[src/rtl/pads_pwr_pkg.sv]
// Shared types and helpers for the pad-ring power sequencer.
// Holds the state encoding, its width and the counter-width helper.
package pads_pwr_pkg;

  localparam int STATE_W = 3;

  typedef enum logic [STATE_W-1:0] {
    OFF       = 3'd0,
    WAIT_POC  = 3'd1,
    RAMP_UP   = 3'd2,
    SETTLE    = 3'd3,
    ON        = 3'd4,
    RAMP_DOWN = 3'd5,
    FAULT     = 3'd6
  } pwr_state_t;

  function automatic int cnt_width(input int stagger,
                                   input int settle);
    int m;
    m = (stagger > settle) ? stagger : settle;
    return $clog2(m + 1);
  endfunction

endpackage

[src/rtl/pads_pwr_sync.sv]
// Multi-flop synchroniser with active-low async reset (resets to 0).
// Ports: clk, rst_n, d (async input), q (synchronised output).
module pads_pwr_sync #(
  parameter int STAGES = 2
) (
  input  logic clk,
  input  logic rst_n,
  input  logic d,
  output logic q
);

  logic [STAGES-1:0] ff;

  always_ff @(posedge clk or negedge rst_n) begin
    if (!rst_n) ff <= '0;
    else        ff <= {ff[STAGES-2:0], d};
  end

  assign q = ff[STAGES-1];

endmodule

[src/rtl/pads_pwr_seq.sv]
// Pad-ring power sequencer: staggered group enable, settle, core reset release,
// reverse-order teardown and brown-out drop. Ports: clk, rst_n, pwr_req_i,
// poc_ok_i, grp_en_o, core_rst_no, pwr_ok_o, busy_o, state_o, fault_o.
// Optional POC watchdog: define PADS_PWR_SEQ_POC_WDOG_EN.
module pads_pwr_seq
  import pads_pwr_pkg::*;
#(
  parameter int N_GROUPS    = 4,
  parameter int STAGGER_CYC = 16,
  parameter int SETTLE_CYC  = 64,
  parameter int SYNC_STAGES = 2,
  parameter int POC_TIMEOUT = 1024
) (
  input  logic                clk,
  input  logic                rst_n,
  input  logic                pwr_req_i,
  input  logic                poc_ok_i,
  output logic [N_GROUPS-1:0] grp_en_o,
  output logic                core_rst_no,
  output logic                pwr_ok_o,
  output logic                busy_o,
  output logic [STATE_W-1:0]  state_o,
  output logic                fault_o
);

  localparam int CNT_W = cnt_width(STAGGER_CYC, SETTLE_CYC);
  localparam int IDX_W = $clog2(N_GROUPS + 1);
  localparam logic [CNT_W-1:0] STG_LAST = CNT_W'(STAGGER_CYC - 1);
  localparam logic [CNT_W-1:0] SET_LAST = CNT_W'(SETTLE_CYC - 1);
  localparam logic [IDX_W-1:0] IDX_FULL = IDX_W'(N_GROUPS);
  localparam logic [N_GROUPS-1:0] GRP_ONE = N_GROUPS'(1);

  logic poc_s;

  pads_pwr_sync #(.STAGES(SYNC_STAGES)) u_poc_sync (
    .clk   (clk),
    .rst_n (rst_n),
    .d     (poc_ok_i),
    .q     (poc_s)
  );

  pwr_state_t          state, state_n;
  logic [N_GROUPS-1:0] grp, grp_n;
  logic [IDX_W-1:0]    idx, idx_n;
  logic [CNT_W-1:0]    cnt, cnt_n;
  logic                rst_q, rst_q_n;
  logic                ok, ok_n;
  logic                flt, flt_n;

`ifdef PADS_PWR_SEQ_POC_WDOG_EN
  localparam int WD_W = $clog2(POC_TIMEOUT + 1);
  localparam logic [WD_W-1:0] WD_LAST = WD_W'(POC_TIMEOUT - 1);
  logic [WD_W-1:0] wd, wd_n;

  always_ff @(posedge clk or negedge rst_n) begin
    if (!rst_n) wd <= '0;
    else        wd <= wd_n;
  end
`else
  logic unused_poc_timeout;
  assign unused_poc_timeout = ^POC_TIMEOUT;
`endif

  always_ff @(posedge clk or negedge rst_n) begin
    if (!rst_n) begin
      state <= OFF;
      grp   <= '0;
      idx   <= '0;
      cnt   <= '0;
      rst_q <= 1'b0;
      ok    <= 1'b0;
      flt   <= 1'b0;
    end else begin
      state <= state_n;
      grp   <= grp_n;
      idx   <= idx_n;
      cnt   <= cnt_n;
      rst_q <= rst_q_n;
      ok    <= ok_n;
      flt   <= flt_n;
    end
  end

  always_comb begin
    state_n = state;
    grp_n   = grp;
    idx_n   = idx;
    cnt_n   = (cnt == '1) ? cnt : cnt + CNT_W'(1);
    rst_q_n = rst_q;
    ok_n    = ok;
    flt_n   = flt;
`ifdef PADS_PWR_SEQ_POC_WDOG_EN
    wd_n    = '0;
`endif
    unique case (state)
      OFF: begin
        if (pwr_req_i) state_n = WAIT_POC;
      end
      WAIT_POC: begin
`ifdef PADS_PWR_SEQ_POC_WDOG_EN
        wd_n = (wd == '1) ? wd : wd + WD_W'(1);
`endif
        if (!pwr_req_i) begin
          state_n = OFF;
        end else if (poc_s) begin
          // group 0 comes up on the very edge that enters RAMP_UP
          state_n = RAMP_UP;
          grp_n   = GRP_ONE;
          idx_n   = IDX_W'(1);
          cnt_n   = '0;
`ifdef PADS_PWR_SEQ_POC_WDOG_EN
        end else if (wd == WD_LAST) begin
          state_n = FAULT;
          grp_n   = '0;
          flt_n   = 1'b1;
`endif
        end
      end
      RAMP_UP, SETTLE, ON: begin
        if (!poc_s) begin
          // brown-out: drop everything at once, no stagger
          state_n = OFF;
          grp_n   = '0;
          idx_n   = '0;
          rst_q_n = 1'b0;
          ok_n    = 1'b0;
        end else if (!pwr_req_i) begin
          state_n = (idx == '0) ? OFF : RAMP_DOWN;
          cnt_n   = '0;
          rst_q_n = 1'b0;
          ok_n    = 1'b0;
        end else if (state == RAMP_UP && cnt == STG_LAST) begin
          cnt_n = '0;
          if (idx == IDX_FULL) begin
            state_n = SETTLE;
          end else begin
            grp_n = (grp << 1) | GRP_ONE;
            idx_n = idx + IDX_W'(1);
          end
        end else if (state == SETTLE && cnt == SET_LAST) begin
          state_n = ON;
          rst_q_n = 1'b1;
          ok_n    = 1'b1;
        end
      end
      RAMP_DOWN: begin
        // late pwr_req_i re-assertion is ignored until OFF
        if (idx == '0) begin
          state_n = OFF;
        end else if (cnt == STG_LAST) begin
          grp_n = grp >> 1;
          idx_n = idx - IDX_W'(1);
          cnt_n = '0;
        end
      end
      FAULT: begin
        if (!pwr_req_i) begin
          state_n = OFF;
          flt_n   = 1'b0;
        end
      end
      default: begin
        state_n = OFF;
        grp_n   = '0;
        idx_n   = '0;
        rst_q_n = 1'b0;
        ok_n    = 1'b0;
        flt_n   = 1'b0;
      end
    endcase
  end

  assign grp_en_o    = grp;
  assign core_rst_no = rst_q;
  assign pwr_ok_o    = ok;
  assign state_o     = state;
  assign busy_o      = !(state inside {OFF, ON, FAULT});
`ifdef PADS_PWR_SEQ_POC_WDOG_EN
  assign fault_o     = flt;
`else
  assign fault_o     = 1'b0;
`endif

endmodule

[config.mk]
export PLATFORM = sky130hd
export DESIGN_NAME = pads_pwr_seq
export DESIGN_NICKNAME = d
export VERILOG_FILES = /design/src/rtl/pads_pwr_pkg.sv /design/src/rtl/pads_pwr_sync.sv /design/src/rtl/pads_pwr_seq.sv
export SDC_FILE = /design/constraint.sdc
export NUM_CORES = 1
export LEC_CHECK = 0
export BUFFER_PORTS_ARGS = -buffer_cell sky130_fd_sc_hd__buf_2
export CORE_ASPECT_RATIO = 0.9
export CORE_MARGIN = 10
export CORE_UTILIZATION = 45
export CTS_CLUSTER_DIAMETER = 30
export DETAILED_ROUTE_END_ITERATION = 8
export GPL_TIMING_DRIVEN = 0
export MAX_ROUTING_LAYER = met4
export PLACE_DENSITY = 0.69
export SLEW_MARGIN = 25
export SYNTH_ARGS = -nofsm -noshare
export SYNTH_HDL_FRONTEND = slang
export SYNTH_SLANG_ARGS = --single-unit
[constraint.sdc]
create_clock -name clk -period 2.9 [get_ports clk]
set_clock_uncertainty 0.1 [all_clocks]
set_input_delay 0.145 -clock clk [delete_from_list [all_inputs] [get_ports clk]]
set_output_delay 0.145 -clock clk [all_outputs]
set_load 0.01 [all_outputs]
Yosys cells after proc, flatten, opt, wreduce, memory -nomap -nowiden
Cells that the tools add are included.

Word-level logic and storage cells: 92. Memories: 0. Output and inout port bits: 11. Input port bits: 4. Bits in writable memories: 0. Bits in latches: 0. ROM bits: 0. Register bits after elaboration: 20.

Equality and inequality tests: 25. Div/mod/pow operators: 0. $mul: 0. Shift operators: 0. Order comparisons: 0. Bitwise operators: 2. Mux-type cells: 44. Reduce and logical (&&, ||, !) cells: 12. $add $sub $neg: 3.

Operator list (number): two-way mux 3 bit (19); two-way mux 7 bit (8); two-way mux 4 bit (8); case mux 7 bit (3 select lines) (1); case mux 4 bit (4 select lines) (1); case mux 3 bit (5 select lines) (1); equality test 3 bit, second input constant (4); != test 2 bit, second input constant (6); case mux 3 bit (4 select lines) (1); != test 5 bit, second input constant (2); != test 3 bit, second input constant (3); != test 4 bit, second input constant (2); AND reduction 8 bit (1); adder 7 x 1 -> 7 bit, second input constant (1); equality test 7 x 4 -> 1 bit, second input constant (1); equality test 7 x 6 -> 1 bit, second input constant (1); equality test 7 bit, second input constant (1); equality test 3 x 2 -> 1 bit, second input constant (2); zero test 3 bit (2); AND reduction 6 bit (1); two-way mux 1 bit (4); OR reduction 4 bit (1); adder 3 x 1 -> 3 bit, second input constant (1); equality test 3 x 1 -> 1 bit, second input constant (1); 11 further kinds (13).

Logic depth before layout (Yosys ltp)
Depth after elaboration: 7. Depth in mapped cells: 8. Depth with buffers taken out: 8.

Hierarchy
A second synthesis with hierarchy kept.

Cell total of the unflattened synthesis: 149. Area total of the unflattened synthesis: 1372.6 um2.

By module, submodules not included: pads_pwr_seq (instances 1, seq. area each 450.4 um2, area an instance 1322.5 um2, cells an instance 147); pads_pwr_sync (instances 1, seq. area each 50.0 um2, area an instance 50.0 um2, cells an instance 2).

Least setup slack after synthesis
Ideal clock, no wire load.

Path kind: reg-to-reg. Start point: register cnt[0]. End point: register state[0] (netlist: state_o[0]). Arrival time: 1.803 ns. Cell stages (with the launch flop): 9. Setup slack: 0.872 ns. Required time: 2.675 ns. Path buffers: 1. Period minus slack after synthesis: 2.028 ns. Library setup time: 0.125 ns. Path through: dfrtp_1 > ha_1 > and3_1 > buf_2 > a21oi_1 > o21ai_0 > o311ai_0 > a21oi_1 > mux2_2.

Longest elaborated chain between the ends: 6. Elaborated cells on any way between the ends: 11. Those cells by class: eq/ne (4); mux (4); reduce/logical (3).

Ends and longest elaborated chain: start, declared (line pads_pwr_seq.sv:45) `logic [CNT_W-1:0] cnt, cnt_n;`; start signal, assigned (line pads_pwr_seq.sv:77) `cnt <= cnt_n;`; equality test 7 x 4 -> 1 bit (line pads_pwr_seq.sv:132) `end else if (state == RAMP_UP && cnt == STG_LAST) begin`; logical AND 1 bit (line pads_pwr_seq.sv:132); two-way mux 3 bit (line pads_pwr_seq.sv:132); two-way mux 3 bit (line pads_pwr_seq.sv:127) `end else if (!pwr_req_i) begin`; two-way mux 3 bit (line pads_pwr_seq.sv:120) `if (!poc_s) begin`; case mux 3 bit (5 select lines) (line pads_pwr_seq.sv:95) `unique case (state)`; end signal, assigned (line pads_pwr_seq.sv:74) `state <= state_n;`; end, declared (line pads_pwr_seq.sv:42) `pwr_state_t state, state_n;`.

Parallel ways exist; a longest one is shown, timed or not. A chain may end at the register's enable or synchronous reset.

Final worst setup path
Ends and elaborated chain as after synthesis.

==> metrics.md <==
| Metric | Value |
|---|---|
| Status | complete, no violations |
| First-pass GRT wire length | just under 5 mm |
| I/O Buffers | 13 |
| CTS Root Cell | clkbuf_4 |
| Post-synth EDFFs | 0 |
| Num CTS Buffers | 3 |
| Critical path type | register to register |
| # IOs | 15 |
| Crit end category | register |
| CTS clk-pin slew, worst paths | about 120 ps |
| Post-Layout Cell Count | 203 |
| Effective utilization at floorplan | approximately 47% |
| Ys flop type | dfrtp_1 |
| PwrDens | about 1000 nW/µm² |
| DRT Pass-1 Iters | 4 |
| Fin. Hold Viols | 0 |
| CP required | around 3000 ps |
| Pin count of the biggest net entering global routing | 21 |
| Fmax | around 0.44 GHz |
| Syn_nets | 152 |
| Crit-path cells | ha_1 -> and3_1 -> buf_2 -> a21oi_1 -> o21ai_0 -> o311ai_0 -> a21oi_1 -> mux2_2 |
| Via-to-Cell Ratio | around 5.6 |
| Fin nets | approximately 170 |
| Antenna violations before repair | 0 |
| Synth unique cells | 46 |
| Chip width | 76.2 µm |
| Critical path's most frequent cell | a21oi_1 |
| Global route overflow | 0 |
| RSZ-0062 raised after global routing | false |
| Mapped Cells | about 140 |
| CTS tree | done |
| Clock Latency Late Sink | roughly 300 ps |
| Avg Cell Area, Syn | a little under 9 µm² |
| Fillers | 246 |
| Final core occ | ~54% |
| Die area | 5380 µm² |
| Setup violators final | 0 |
| Crit path largest cell delay | ~400 ps |
| Data arrival, critical path | about 2400 ps |
| Vias after detailed routing | 1141 |
| Post-Place Cells | between 150 and 200 |
| Worst IR drop on VDD | around 0.56 mV |
| Pins Over Slew Limit | 0 |
| Ant diodes | 0 |
| Leak Pwr | around 0.68 nW |
| Wire per inst | 13.8 µm |
| Kind of start point of the critical path | register |
| Bufs and invs on worst path | 1 |
| Fin Setup TNS | 0 ps |
| Async set-reset flop share out of synthesis | 100% |
| Synthesis Warnings | 0 |
| H-tree levels | 1 |
| CTS sink count | 20 |
| Synthesis-to-finish area growth | 14.7% |
| Post-CTS Setup Repair Bufs | 0 |
| Crit path time final | approximately 2300 ps |
| MaxCap Viol Count | 0 |
| Top cell family by delay on the critical path | compound AO/OA/AOI/OAI gates |
| Period utilisation layout | about 80% |
| Hold Path Class | input port to asynchronous set/reset pin |
| Share of cells above drive strength 1 | 19.0% |
| Post-Syn Area | 1280 µm² |
| Sequential area share after synthesis | around two fifths |
| DRT antenna net count | 0 |
| Rows | 18 |
| Vias in the first global route | approximately 1.1k |
| Register bit total from synthesis | 20 |
| Post-Place Worst Slack | 677 ps |
| DP Wirelength | a little over 2 mm |
| Final setup margin | between 600 and 700 ps |
| 1st-iter DRT viols | 136 |
| Gpl congestion | about 0.86 |
| Clock buffer depth | 2 |
| Area of the core | about 2700 µm² |
| Total track usage | 10.8% |
| Routed WL | around 2.8 mm |
| Crit Path Max Fanout | 9 |
| Die H | around 71 µm |
| Drt drc | 0 |
| CP max stage cell | dfrtp_1 |
## cell usage after synthesis, types with 2 or more instances
| cell type | n | area [µm²] |
|---|---|---|
| nor2_1 | 9 | 33.8 |
| buf_4 | 2 | 15.0 |
| nor2b_1 | 4 | 25.0 |
| o21ai_0 | 11 | 55.1 |
| a21oi_1 | 11 | 55.1 |
| o21ai_1 | 2 | 10.0 |
| nor3_1 | 4 | 20.0 |
| buf_2 | 4 | 20.0 |
| clkbuf_1 | 4 | 15.0 |
| xnor2_1 | 2 | 17.5 |
| ha_1 | 4 | 50.1 |
| a31oi_1 | 2 | 12.5 |
| nand3_1 | 4 | 20.0 |
| nand2_1 | 14 | 52.6 |
| dfrtp_1 | 20 | 500 |
| and3_1 | 4 | 25.0 |
| xor2_1 | 2 | 17.5 |
| inv_1 | 3 | 11.3 |
| nand2b_1 | 5 | 31.3 |
| and2_1 | 2 | 12.5 |
| o21a_1 | 2 | 15.0 |
| mux2_2 | 3 | 33.8 |
| a22oi_1 | 3 | 22.5 |
## placed cells by master (no fill, tap or decap), drive strengths merged, types with 2 or more instances in the layout
cell	instances
dfrtp	20
buf	20
nand2	14
o21ai	13
a21oi	12
nor2	9
clkbuf	7
nand2b	5
and3	4
nand3	4
nor3	4
nor2b	4
ha	4
inv	3
mux2	3
a22oi	3
xnor2	2
xor2	2
o21a	2
and2	2
a31oi	2
dlygate4sd3	2
## repair_timing
item                                   CTS  global route
gates resized for setup                  0             0
endpoints found under the hold margin   21             0
hold buffers                             2             0
## sequential cells by signal, summed over array words and instances (netlist names)
| signal | count |
|---|---|
| cnt | 7 |
| grp_en_o | 4 |
| idx | 3 |
| pwr_ok_o | 1 |
| state_o | 3 |
| u_poc_sync.ff | 2 |
## routing by layer
metal / vias up / track usage, % / part of all wire [%]
li1: 556 / - / -
met4: 0 / 1.86 / 0.18
met1: 532 / 13.6 / 47
met3: 2 / 3.16 / 6.9
met2: 51 / 17.1 / 46
met5: - / - / 0
## cell families after synthesis
group | Yosys count | share of synthesized area, %
AOI/OAI and AO/OA | 45 | 22.6
DFF | 20 | 39.1
buffers and inverters | 14 | 5.67
adders and majority gates | 4 | 3.91
xor gates and xnor gates | 4 | 2.74
muxes | 4 | 3.42
and+or+nand+nor | 52 | 22.3
other | 1 | 0.293
## path summary, 6_finish.rpt
| path | start | endpoint | slack (ps) | depth (start not counted) |
|---|---|---|---|---|
| min reg2reg | u_poc_sync.ff[0] | u_poc_sync.ff[1] | 260 | 0 |
| min | rst_n | cnt[5] | 200 | 2 |
| max reg2reg | cnt[0] | state_o[0] | 630 | 8 |
| min in group clk | pwr_req_i | pwr_ok_o | 220 | 4 |
| max in group asynchronous | rst_n | grp_en_o[1] | 2180 | 2 |
| max | cnt[0] | state_o[0] | 630 | 8 |
## worst register-to-register path: stages (launching register included)
cell	delay [ps]
dfrtp_1	400
ha_1	200
and3_1	170
buf_2	200
a21oi_1	80
o21ai_0	240
o311ai_0	190
a21oi_1	230
mux2_2	360
## where the power goes
part | total, mW | internal (mW) | switching, mW | leakage [nW]
Combinational | 0.784 | 0.349 | 0.436 | 0.396
Sequential | 0.461 | 0.371 | 0.0905 | 0.257
Clock | 0.230 | 0.140 | 0.0902 | 0.0279
Total | 1.48 | 0.859 | 0.617 | 0.681
## per-stage QoR
| step | hold slack (ps) | power, mW | area (µm²) |
|---|---|---|---|
| finish | 204 | 1.48 | 1470 |
| global route | 215 | 1.61 | 1470 |
| CTS | 208 | 1.48 | 1470 |
| detailed placement | 21.5 | 1.24 | 1400 |
| global placement | 21.6 | 1.22 | 1400 |
| floorplan | -251 | 1.05 | 1280 |
## cell type report
| type | count | area, µm² | area share [%] |
|---|---|---|---|
| Buffer | 11 | 61.3 | 4.18 |
| Clock buffer | 3 | 22.5 | 1.53 |
| Clock inverter | 1 | 30.0 | 2.05 |
| Inverter | 3 | 11.3 | 0.767 |
| Multi-Input combinational cell | 110 | 707 | 48.2 |
| Sequential cell | 20 | 500 | 34.1 |
| Tap cell | 40 | 50.0 | 3.41 |
| Timing Repair Buffer | 15 | 85.1 | 5.80 |
Power figures use the tool's default switching activity.
